## src/rtl/uart_tx_sched.sv

```systemverilog
// UART transmit scheduler: CPU byte FIFO plus round-robin arbitration
// against a debug byte source in front of the single UART emitter.
module uart_tx_sched #(
    parameter int DEPTH = 8,
    localparam int AW = $clog2(DEPTH)
) (
    input  logic          i_clk,
    input  logic          i_rst,
    input  logic [7:0]    i_cpu_data,
    input  logic          i_cpu_valid,
    output logic          o_cpu_full,
    output logic [AW:0]   o_cpu_level,
    output logic          o_overflow,
    input  logic          i_ovf_clr,
    input  logic [7:0]    i_dbg_data,
    input  logic          i_dbg_valid,
    output logic          o_dbg_ready,
    output logic [7:0]    o_tx_data,
    output logic          o_tx_valid,
    input  logic          i_tx_ready,
    output logic          o_busy
);

    typedef enum logic {
        IDLE,
        SEND
    } state_t;

    localparam logic [AW:0] FULL_LVL = (AW + 1)'(DEPTH);

    logic [7:0]    mem [DEPTH];
    logic [AW-1:0] wr_ptr;
    logic [AW-1:0] rd_ptr;
    logic [AW:0]   count;
    state_t        state;
    state_t        state_nx;
    logic          last_cpu;
    logic          last_cpu_nx;
    logic [7:0]    data_nx;
    logic          cpu_req;
    logic          grant_cpu;
    logic          grant_dbg;
    logic          push_ok;
    logic          drop;

    assign cpu_req = (count != '0);
    assign push_ok = i_cpu_valid && ((count != FULL_LVL) || grant_cpu);
    assign drop    = i_cpu_valid && !push_ok;

    // last_cpu=0 after reset, so the CPU wins the first contended grant
    always_comb begin
        state_nx    = state;
        last_cpu_nx = last_cpu;
        data_nx     = o_tx_data;
        grant_cpu   = 1'b0;
        grant_dbg   = 1'b0;
        case (state)
            IDLE: begin
                if (cpu_req && (!i_dbg_valid || !last_cpu)) begin
                    grant_cpu   = 1'b1;
                    data_nx     = mem[rd_ptr];
                    last_cpu_nx = 1'b1;
                    state_nx    = SEND;
                end else if (i_dbg_valid) begin
                    grant_dbg   = 1'b1;
                    data_nx     = i_dbg_data;
                    last_cpu_nx = 1'b0;
                    state_nx    = SEND;
                end
            end
            SEND: begin
                if (i_tx_ready) begin
                    state_nx = IDLE;
                end
            end
            default: state_nx = IDLE;
        endcase
    end

    always_ff @(posedge i_clk) begin
        if (i_rst) begin
            state      <= IDLE;
            last_cpu   <= 1'b0;
            o_tx_data  <= 8'h00;
            wr_ptr     <= '0;
            rd_ptr     <= '0;
            count      <= '0;
            o_overflow <= 1'b0;
        end else begin
            state     <= state_nx;
            last_cpu  <= last_cpu_nx;
            o_tx_data <= data_nx;
            if (push_ok) begin
                wr_ptr <= wr_ptr + 1'b1;
            end
            if (grant_cpu) begin
                rd_ptr <= rd_ptr + 1'b1;
            end
            if (push_ok && !grant_cpu) begin
                count <= count + 1'b1;
            end else if (!push_ok && grant_cpu) begin
                count <= count - 1'b1;
            end
            // a drop in the same cycle as a clear keeps the flag set
            if (drop) begin
                o_overflow <= 1'b1;
            end else if (i_ovf_clr) begin
                o_overflow <= 1'b0;
            end
        end
    end

    always_ff @(posedge i_clk) begin
        if (push_ok) begin
            mem[wr_ptr] <= i_cpu_data;
        end
    end

    assign o_cpu_full  = (count == FULL_LVL);
    assign o_cpu_level = count;
    assign o_dbg_ready = grant_dbg;
    assign o_tx_valid  = (state == SEND);
    assign o_busy      = cpu_req || (state == SEND) || !i_tx_ready;

endmodule
```

## config.mk

```make
export PLATFORM = sky130hd
export DESIGN_NAME = uart_tx_sched
export DESIGN_NICKNAME = d
export VERILOG_FILES = /design/src/rtl/uart_tx_sched.sv
export SDC_FILE = /design/constraint.sdc
export NUM_CORES = 1
export LEC_CHECK = 0
export CAP_MARGIN = 20
export CORE_MARGIN = 5
export CORE_UTILIZATION = 45
export DETAILED_ROUTE_END_ITERATION = 8
export GPL_TIMING_DRIVEN = 0
export HOLD_SLACK_MARGIN = 0.03
export PLACE_DENSITY = 0.65
export SLEW_MARGIN = 40
export SYNTH_ARGS = -nofsm -noshare
export SYNTH_HDL_FRONTEND = slang
export SYNTH_SLANG_ARGS = --single-unit
```

## constraint.sdc

```tcl
create_clock -name i_clk -period 3.07 [get_ports i_clk]
set_input_delay 0.4605 -clock i_clk [delete_from_list [all_inputs] [get_ports i_clk]]
set_output_delay 0.4605 -clock i_clk [all_outputs]
set_load 0.02 [all_outputs]
```

### Word level (Yosys, flattened, before mapping)

Memory sizes are Yosys's and may differ from the RTL's. A register that Yosys moved wholly into a read port is not among the register bits.
Index checks and enable logic that the tools add are counted.
W data, S select, Z words.

* register bits: 21
* RAM bits: 64
* memories kept: 1
* output and inout bits: 17
* input port bits: 22

* reduce and logical (&&, ||, !) cells: 19
* eq/ne operators: 2
* add/subtract/negate cells: 4
* bitwise operators: 1
* mux-type cells: 20

Memories
* mem: words 8, bits a word 8, rd ports 1, clocked after memory_dff 1, wr ports 1, line 31 `logic [7:0] mem [DEPTH];`

Operator list (count)
* $mux W8: 2
* $mux W1: 13
* $mux W4: 2
* $add A3 B1 Y3 const B: 2
* $mux W3: 2
* $reduce_bool A2 Y1: 3
* $logic_and A1 B1 Y1: 5
* $logic_not A1 Y1: 5
* $add A4 B1 Y4 const B: 1
* $eq A4 B4 Y1 const B: 1
* $logic_or A1 B1 Y1: 4
* $ne A4 B4 Y1 const B: 1
* $reduce_bool A4 Y1: 1
* $sub A4 B1 Y4 const B: 1
* $pmux W1 S2: 1
* $reduce_and A2 Y1: 1
* $not A1 Y1: 1

### Logic depth before layout (Yosys ltp)

Gate-level depths: netlist (run 1).

* word-level depth: 11
* gate-level depth with buffers: 10
* mapped depth without buffers: 10

### Worst setup path after synthesis (run 1)

OpenSTA, ideal clock, no wires.

* kind: flip-flop to flip-flop
* from: register count[0], in the netlist o_cpu_level[0]
* to: register count[3], in the netlist o_cpu_level[3]
* buffers on the path: 0
* slack: 0.224 ns
* data required time: 2.949 ns
* arrival time: 2.725 ns
* cell stages (with the launch flop): 11
* cell sequence: dfxtp_1 or4b_1 o21ai_2 inv_1 ha_1 inv_1 ha_1 a21oi_1 a211oi_1 a31oi_1 mux2_2

* cells in the longest elaborated chain, start to end: 9
* elaborated cells on any way between the ends: 16

RTL lines
* from (decl): line 34 `logic [AW:0] count;`
* from (signal assigned): line 100 `count <= count + 1'b1;`
* from (signal assigned): line 102 `count <= count - 1'b1;`
* $reduce_bool A4 Y1: line 46 `assign cpu_req = (count != '0);`
* $logic_and A1 B1 Y1: line 59 `if (cpu_req && (!i_dbg_valid || !last_cpu)) begin`
* $mux W1: line 59
* $mux W1: line 57 `case (state)`
* $logic_or A1 B1 Y1 *: line 47 `assign push_ok = i_cpu_valid && ((count != FULL_LVL) || grant_cpu);`
* $logic_and A1 B1 Y1 *: line 47
* via push_ok: line 43 `logic push_ok;`
* $logic_not A1 Y1: line 101 `end else if (!push_ok && grant_cpu) begin`
* $logic_and A1 B1 Y1: line 101
* $reduce_bool A2 Y1 (no line)

Mark *: on every way through the listed nets, which the timed path passes. The rest lies on a longest branch. The select of a mux whose other input is x is not followed.
A chain may end at the register's enable or synchronous reset.

### Final worst setup path (run 1)

Ends and elaborated chain as after synthesis.

==> summary.md, run 1 <==
| Metric | Value |
|---|---|
| GRT Residual Overflow | 0 |
| Multiplexer area fraction after synthesis | 13.1% |
| R2R Path End | o_cpu_level[3]$_SDFFE_PP0P_ |
| Inst Count DP | 373 |
| Worst-case vdd ir drop | 303 uV |
| Worst R2R Start | o_cpu_level[0]$_SDFFE_PP0P_ |
| Worst-skew pair later-pin latency | 360 ps |
| GR peak layer | met2 |
| Data required time of the worst path | 3330 ps |
| Non-filler instance count after layout | 389 |
| Wire per inst | 17.7 um |
| Hold path cells | 2 |
| Global-route wire length before repair | 10.8 mm |
| CP Capture Type | flip-flop |
| Top cells by count, synth | 64 x edfxtp_1, 24 x dfxtp_1, 17 x nor2_1 |
| Setup slack after layout | 96.7 ps |
| Hold Fails Final Rpt | 0 |
| Status | finished, final reports clean |
| Avg Inst Size Synth | 15.9 sq um |
| Initial Util | 46.3% |
| Top FF cell, synth | edfxtp_1 |
| Max_cap viols | 0 |
| Detailed-route DRC error count | 0 |
| Met2 Track Usage GR | 22.3% |
| Crit share post-route | roughly 97% |
| Max FO, Critical Path | 7 |
| Critical Path AT | about 3200 ps |
| Mapped Cells | 227 |
| Slew @ Worst Pin | 725 ps |
| Clock slew at reported path FFs | 100 ps |
| Peak Freq | roughly 340 MHz |
| PD cells | 804 mW/mm^2 |
| Pre-CTS setup slack | -337 ps |
| GRT met1 Usage | 20.1% |
| Area grow syn2layout | 22.6% |
| Worst setup path category | flip-flop to flip-flop |
| Critical Path Source Type | flip-flop |
| Initial antenna violation count | 0 |
| Rel. slew slack | 51.7% |
| Die height | 99.4 um |
| Ys Warns | 0 |
| Count leader, synth | edfxtp_1 |
| HPWL after DPL | 4.86 mm |
| Post-synthesis async set-or-reset flop share | 0% |
| Worst hold start | o_tx_data[2]$_SDFFE_PP0P_ |
| CTS sink count | approximately 90 |
| TritonCTS clock tree | done |
| R2R cell count | 10 |
| Nets | 310 |
| # rows | 32 |
| Yosys top cell by area | edfxtp_1 |
| Final Skew | 15.5 ps |
| Core area | 0.00777 sq mm |
| Main combinational cell family by area after synthesis | multiplexers |
| All-Layer GR Usage | 14.7% |
| Port Buffer Count | 38 |
| H-tree levels | 3 |
| Main area contributors after synthesis | edfxtp_1 53%, dfxtp_1 13%, mux4_2 10% |
| Die area | 0.00989 sq mm |
| Clk root buf | clkbuf_8 |
| Yosys reg bits | 88 |
| Met3 Use GR | 4.63% |
| Final Core Density | ~57% |
| Min cycle time layout | slightly below 3000 ps |
| Clock Path Buffers | 2 |
| Synth Area in Adders | 2.29% |
| Top cell type's share of synthesized area | 53.4% |
| Detailed router's first-iteration violation count | 81 |
| Hold endpoint | o_tx_data[2]$_SDFFE_PP0P_ |
| Syn nets | 255 |
| Via count | 2080 |
| Largest net degree at the start of global routing | 18 |
| Unrepaired setup endpoints after global routing | true |
| Yosys cell types | 37 |
| Worst Hold Class | flip-flop to flip-flop |
| WL final | 6.90 mm |
| Die X | 99.4 um |
| Xor/xnor cell area share of the yosys netlist | 1.46% |
| Static leakage | about 1.5 nW |
| I/O Pins | 39 |
| Diode count | 0 |
| Drt first pass iters | 4 |
| Post-Syn Area | ~0.0036 sq mm |
| Number of CTS-inserted buffers | 9 |
| Vias in the first global route | 2003 |
| Final slew viol count | 0 |
| Setup violators final | 0 |
| Post-synthesis sequential area ratio | 66.7% |
| GPL Wtd Cong | 0.744 |
| Number of vias per cell | 5.35 |
| Antenna-violating nets left | 0 |
| Simple-gate share of the synthesized area | 6.81% |
| Compound-gate portion of the synthesized area | 7.33% |
| Worst R2R Setup Slack | roughly 97 ps |
| Total negative slack | 0 ps |
| Layout cells sized above 1 | 23.3% |
| Post-synth EDFFs | 64 |
[layout make-up]
class / count / area [sq um]
well taps: 102 / 128
plain buffers: 10 / 66.3
clock inverters: 7 / 86.3
clock buffers: 9 / 124
flip-flops and latches: 88 / 2400
fillers: 615 / 3360
repair buffers: 44 / 418
multi-input cells: 125 / 1170
inverters: 4 / 15.0
[logic make-up after synthesis]
logic type	count (synthesis)
compound gates	36
fa+ha+maj	6
buf+inv	14
mux	27
flops	88
xor+xnor	6
simple gates	50
[how the worst max path moves through the flow]
stage	from	to	slack, ps	cells past startpoint
4_1_cts	o_cpu_level[0]$_SDFFE_PP0P_	o_dbg_ready	-20	4
2_1_floorplan	o_cpu_level[0]$_SDFFE_PP0P_	o_cpu_level[3]$_SDFFE_PP0P_	220	10
5_1_grt	o_cpu_level[0]$_SDFFE_PP0P_	o_cpu_level[3]$_SDFFE_PP0P_	-100	10
3_5_place_dp	i_dbg_valid	o_cpu_level[3]$_SDFFE_PP0P_	-340	11
3_3_place_gp	i_dbg_valid	o_cpu_level[3]$_SDFFE_PP0P_	-300	11
6_report	o_cpu_level[0]$_SDFFE_PP0P_	o_cpu_level[3]$_SDFFE_PP0P_	100	10
[worst max-delay path, cell delays in order, from the launching register on]
cell and delay [ps]:
dfxtp_1 410, or4b_4 610, o21ai_4 250, inv_1 160
ha_1 240, inv_1 120, ha_1 280, a21oi_1 200
a211oi_1 90, a31oi_1 170, mux2_2 350
[sequential cells by signal (all words and copies together), names as in the netlist, named ones only]
name and cells:
mem 64, o_tx_data 8, o_cpu_level 4, rd_ptr 3, wr_ptr 3, last_cpu 1, o_overflow 1, o_tx_valid 1
[power by group]
part | switching (mW) | total, mW | internal (mW) | leakage (nW)
sequential | 0.0935 | 1.50 | 1.41 | 0.779
combinational | 0.620 | 1.21 | 0.594 | 0.596
clock | 0.439 | 0.833 | 0.394 | 0.104
total | 1.15 | 3.55 | 2.40 | 1.48
[metrics by stage]
step | power, mW | instance area, sq um | hold WS (ps)
2_1_floorplan | 2.35 | 3600 | 490
3_3_place_gp | 2.71 | 4110 | 458
3_5_place_dp | 2.74 | 4180 | 459
4_1_cts | 3.57 | 4400 | 474
5_1_grt | 3.74 | 4410 | 486
6_report | 3.55 | 4410 | 471
[routing by layer]
layer	part of all wire (%)	up-vias
li1	-	982
met1	46	1022
met2	46	66
met3	6.9	10
met4	1.5	0
met5	0	-
[placed cells by master, fill, tap and decap left out, types with 2 or more instances in the layout]
cell             Yosys  routed
xor2_1               2       2
nand3b_1             2       2
clkbuf_1             3       3
clkdlybuf4s50_1      0      38
nor3_2               0       5
a21oi_2              8       8
a21oi_1             15      15
inv_1                4       4
buf_4                1       4
dfxtp_1             24      24
ha_1                 5       5
nand2_1             13      13
a211o_1              8       8
edfxtp_1            64      64
nor2_1              17      14
inv_8                0       2
buf_2                1       4
xnor2_1              4       4
buf_6                3       3
nand2b_1             4       4
inv_6                0       2
nor2_2               0       3
mux4_2              16      16
mux2i_1             10      10
clkbuf_8             0       9
nor4_2               0       2
[timing repair]
item                                    4_1_cts  5_1_grt
endpoints found under the setup margin        2        2
resized for setup                             1        3
hold buffers                                  0        0
pin swaps                                     1        0
hold endpoints to repair                      0        0
setup buffers                                 0        0
(Power assumes the default switching activity.)
==> run 2: changes to the inputs <==
--- a/config.mk
+++ b/config.mk
@@ -6,7 +6,7 @@
 export NUM_CORES = 1
 export LEC_CHECK = 0
 export CAP_MARGIN = 20
-export CORE_MARGIN = 5
+export CORE_MARGIN = 4
 export CORE_UTILIZATION = 45
 export DETAILED_ROUTE_END_ITERATION = 8
 export GPL_TIMING_DRIVEN = 0
==> run 2 against run 1 <==
Sequential power about the same. Worst setup slack improved by 54 ps. Flip-flop and latch count did not move. Die area shrank 4.0%. Clock skew down 5.1 ps. Fmax is 1.8% higher. Sequential share of layout area increased by 0.29 points.
==> summary.md, run 2 (synthesis gave the netlist of run 1 again) <==
| Metric | Value |
|---|---|
| Status | finished, final reports clean |
| Initial Util | 46.3% (unchanged) |
| Total negative slack | 0 ps (unchanged) |
| I/O Pins | 39 (unchanged) |
| Vias in the first global route | 2050 (+2.3%) |
| Nets | 309 (-0.32%) |
| PD cells | 781 mW/mm^2 (-2.8%) |
| Setup slack after layout | 150 ps (+53.7 ps) |
| CTS sink count | 88 (unchanged) |
| Total power | 3.43 mW (-3.3%) |
| Number of flip-flops in the largest register | 64 (unchanged) |
| All-Layer GR Usage | 14.9% (+0.27 points) |
| Final Skew | 10.4 ps (-5.11 ps) |
| Antenna-violating nets left | 0 (unchanged) |
| Drt first pass iters | 4 (unchanged) |
| Inst Count DP | 369 (-1.1%) |
| Critical Path AT | 2460 ps (-770 ps) |
| Clock Path Buffers | 2 (unchanged) |
| Worst hold slack | 472 ps (+0.931 ps) |
| Net Sw Frac | 32.7% (+0.25 points) |
| Setup violators final | 0 (unchanged) |
| Worst-case vdd ir drop | 371 uV (+22%) |
| Area grow syn2layout | 22.0% |
| P_sw | 1.12 mW (-2.5%) |
| Data required time of the worst path | 2610 ps (-720 ps) |
| Port Buffer Count | 38 (unchanged) |
| CP Capture Type | output port |
| Rel. slew slack | 46.0% (-5.7 points) |
| CP top delay family | simple AND/OR/NAND/NOR gates |
| # rows | 32 (unchanged) |
| Die height | 97.4 um (-2.0%) |
| Number of CTS-inserted buffers | 9 (unchanged) |
| H-tree levels | 3 (unchanged) |
| Logic pwr share | 35.5% (+1.3 points) |
| Most frequent cells in the layout | 64 x edfxtp_1, 38 x clkdlybuf4s50_1, 23 x dfxtp_1 |
| Layout cells sized above 1 | 22.7% (-0.62 points) |
| CP bufs+invs | 1 (-1) |
| Die area | 0.00949 sq mm (-4.0%) |
| Global-route wire length before repair | 11.0 mm (+1.8%) |
| GPL Wtd Cong | 0.733 (-1.4%) |
| Wire per inst | 17.2 um (-2.8%) |
| Crit share post-route | 95.1% (-1.7 points) |
| TritonCTS clock tree | done |
| Worst setup path category | flip-flop to output port |
| Max_cap viols | 0 (unchanged) |
| Clk root buf | clkbuf_8 |
| Max FO, Critical Path | 9 (+2) |
| Cells along the critical path | nor4_2 -> nor2_1 -> nor3b_1 -> clkdlybuf4s50_1 |
| Detailed-route DRC error count | 0 (unchanged) |
| Die X | 97.4 um (-2.0%) |
| Final slew viol count | 0 (unchanged) |
| Largest net degree at the start of global routing | 16 (-2) |
| Most common cell after layout, fill and taps aside | edfxtp_1 |
| WL final | 6.69 mm (-3.1%) |
| Diode count | 0 (unchanged) |
| Detailed router's first-iteration violation count | 83 (+2.5%) |
| Critical Path Max Stage Delay | 630 ps (+20 ps) |
| Peak Freq | 343 MHz (+1.8%) |
| Clock power share | 20.6% (-2.9 points) |
| Via count | 2046 (-1.6%) |
| Number of vias per cell | 5.27 (-1.4%) |
| Reg power frac | 43.9% (+1.6 points) |
| HPWL after DPL | 4.48 mm (-7.8%) |
| Pre-CTS setup slack | -407 ps (-69.4 ps) |
| Non-filler instance count after layout | 388 (-0.26%) |
| Critical Path Source Type | flip-flop |
| Slowest cell on crit path | clkdlybuf4s50_1 |
| Worst-skew pair later-pin latency | 350 ps (about the same) |
| Slew @ Worst Pin | 806 ps (+81.2 ps) |
| Static leakage | 1.45 nW (-2.2%) |
| Largest Register | mem |
| GRT Residual Overflow | 0 (unchanged) |
| Clock slew at reported path FFs | 90 ps (about the same) |
| Initial antenna violation count | 0 (unchanged) |
| Hold Fails Final Rpt | 0 (unchanged) |
| Internal | 2.31 mW (-3.6%) |
| Core area | 0.00777 sq mm (unchanged) |
| Min cycle time layout | 2920 ps (-53.7 ps) |
| Worst Hold Class | flip-flop to flip-flop |
## run 2: cell type report
cell class / instances / area [sq um]
Sequential cell: 88 / 2400
Inverter: 4 / 15.0
Multi-Input combinational cell: 125 / 1190
Tap cell: 102 / 128
Clock buffer: 10 / 128
Fill cell: 639 / 3380
Timing Repair Buffer: 43 / 413
Buffer: 10 / 66.3
Clock inverter: 6 / 46.3
## run 2: per-layer routing
| layer | GRT usage (%) | wire [um] | part of all wire, % | vias up |
|---|---|---|---|---|
| li1 | - | - | - | 982 |
| met1 | 20.7 | 3120 | 47 | 1008 |
| met2 | 23.2 | 3170 | 47 | 50 |
| met3 | 4.24 | 348 | 5.2 | 6 |
| met4 | 4.15 | 55 | 0.82 | 0 |
| met5 | 0 | 0 | 0 | - |
## run 2: path summary, 6_finish.rpt
| path | startpoint | to | slack, ps | depth (start not counted) |
|---|---|---|---|---|
| worst max register to register | o_cpu_level[1]$_SDFFE_PP0P_ | o_cpu_level[3]$_SDFFE_PP0P_ | 150 | 10 |
| worst max-delay path | o_cpu_level[3]$_SDFFE_PP0P_ | o_dbg_ready | 150 | 4 |
| worst min-delay path | o_tx_data[7]$_SDFFE_PP0P_ | o_tx_data[7]$_SDFFE_PP0P_ | 470 | 2 |
| worst min register to register | o_tx_data[7]$_SDFFE_PP0P_ | o_tx_data[7]$_SDFFE_PP0P_ | 470 | 2 |
## run 2: through the flow
stage | cell area [sq um] | util, %
3_5_place_dp | 4140 | 53.4
5_1_grt | 4390 | 56.5
3_3_place_gp | 4110 | 52.9
6_report | 4390 | 56.5
2_1_floorplan | 3600 | -
4_1_cts | 4330 | 55.7
## run 2: timing repair
action                                  in CTS  in global routing
gates resized for setup                      1                  5
pin swaps                                    1                  1
endpoints found under the setup margin       1                  2
buffers inserted                             0                  3
hold buffers                                 0                  0
## run 2: power groups by stage
stage	sequential, mW	combinational [mW]	clock (mW)
2_1_floorplan	1.59	0.761	0
3_3_place_gp	1.52	1.18	0
3_5_place_dp	1.53	1.19	0
4_1_cts	1.50	1.21	0.726
5_1_grt	1.53	1.34	0.781
6_report	1.51	1.22	0.706
## run 2: worst register-to-register path, cell delays in order (launching register included)
cell      delay, ps
dfxtp_1         390
or4b_4          580
o21ai_4         210
inv_1           120
ha_1            220
inv_1           130
ha_1            290
a21oi_1         200
a211oi_1         90
a31oi_1         220
mux2_2          360
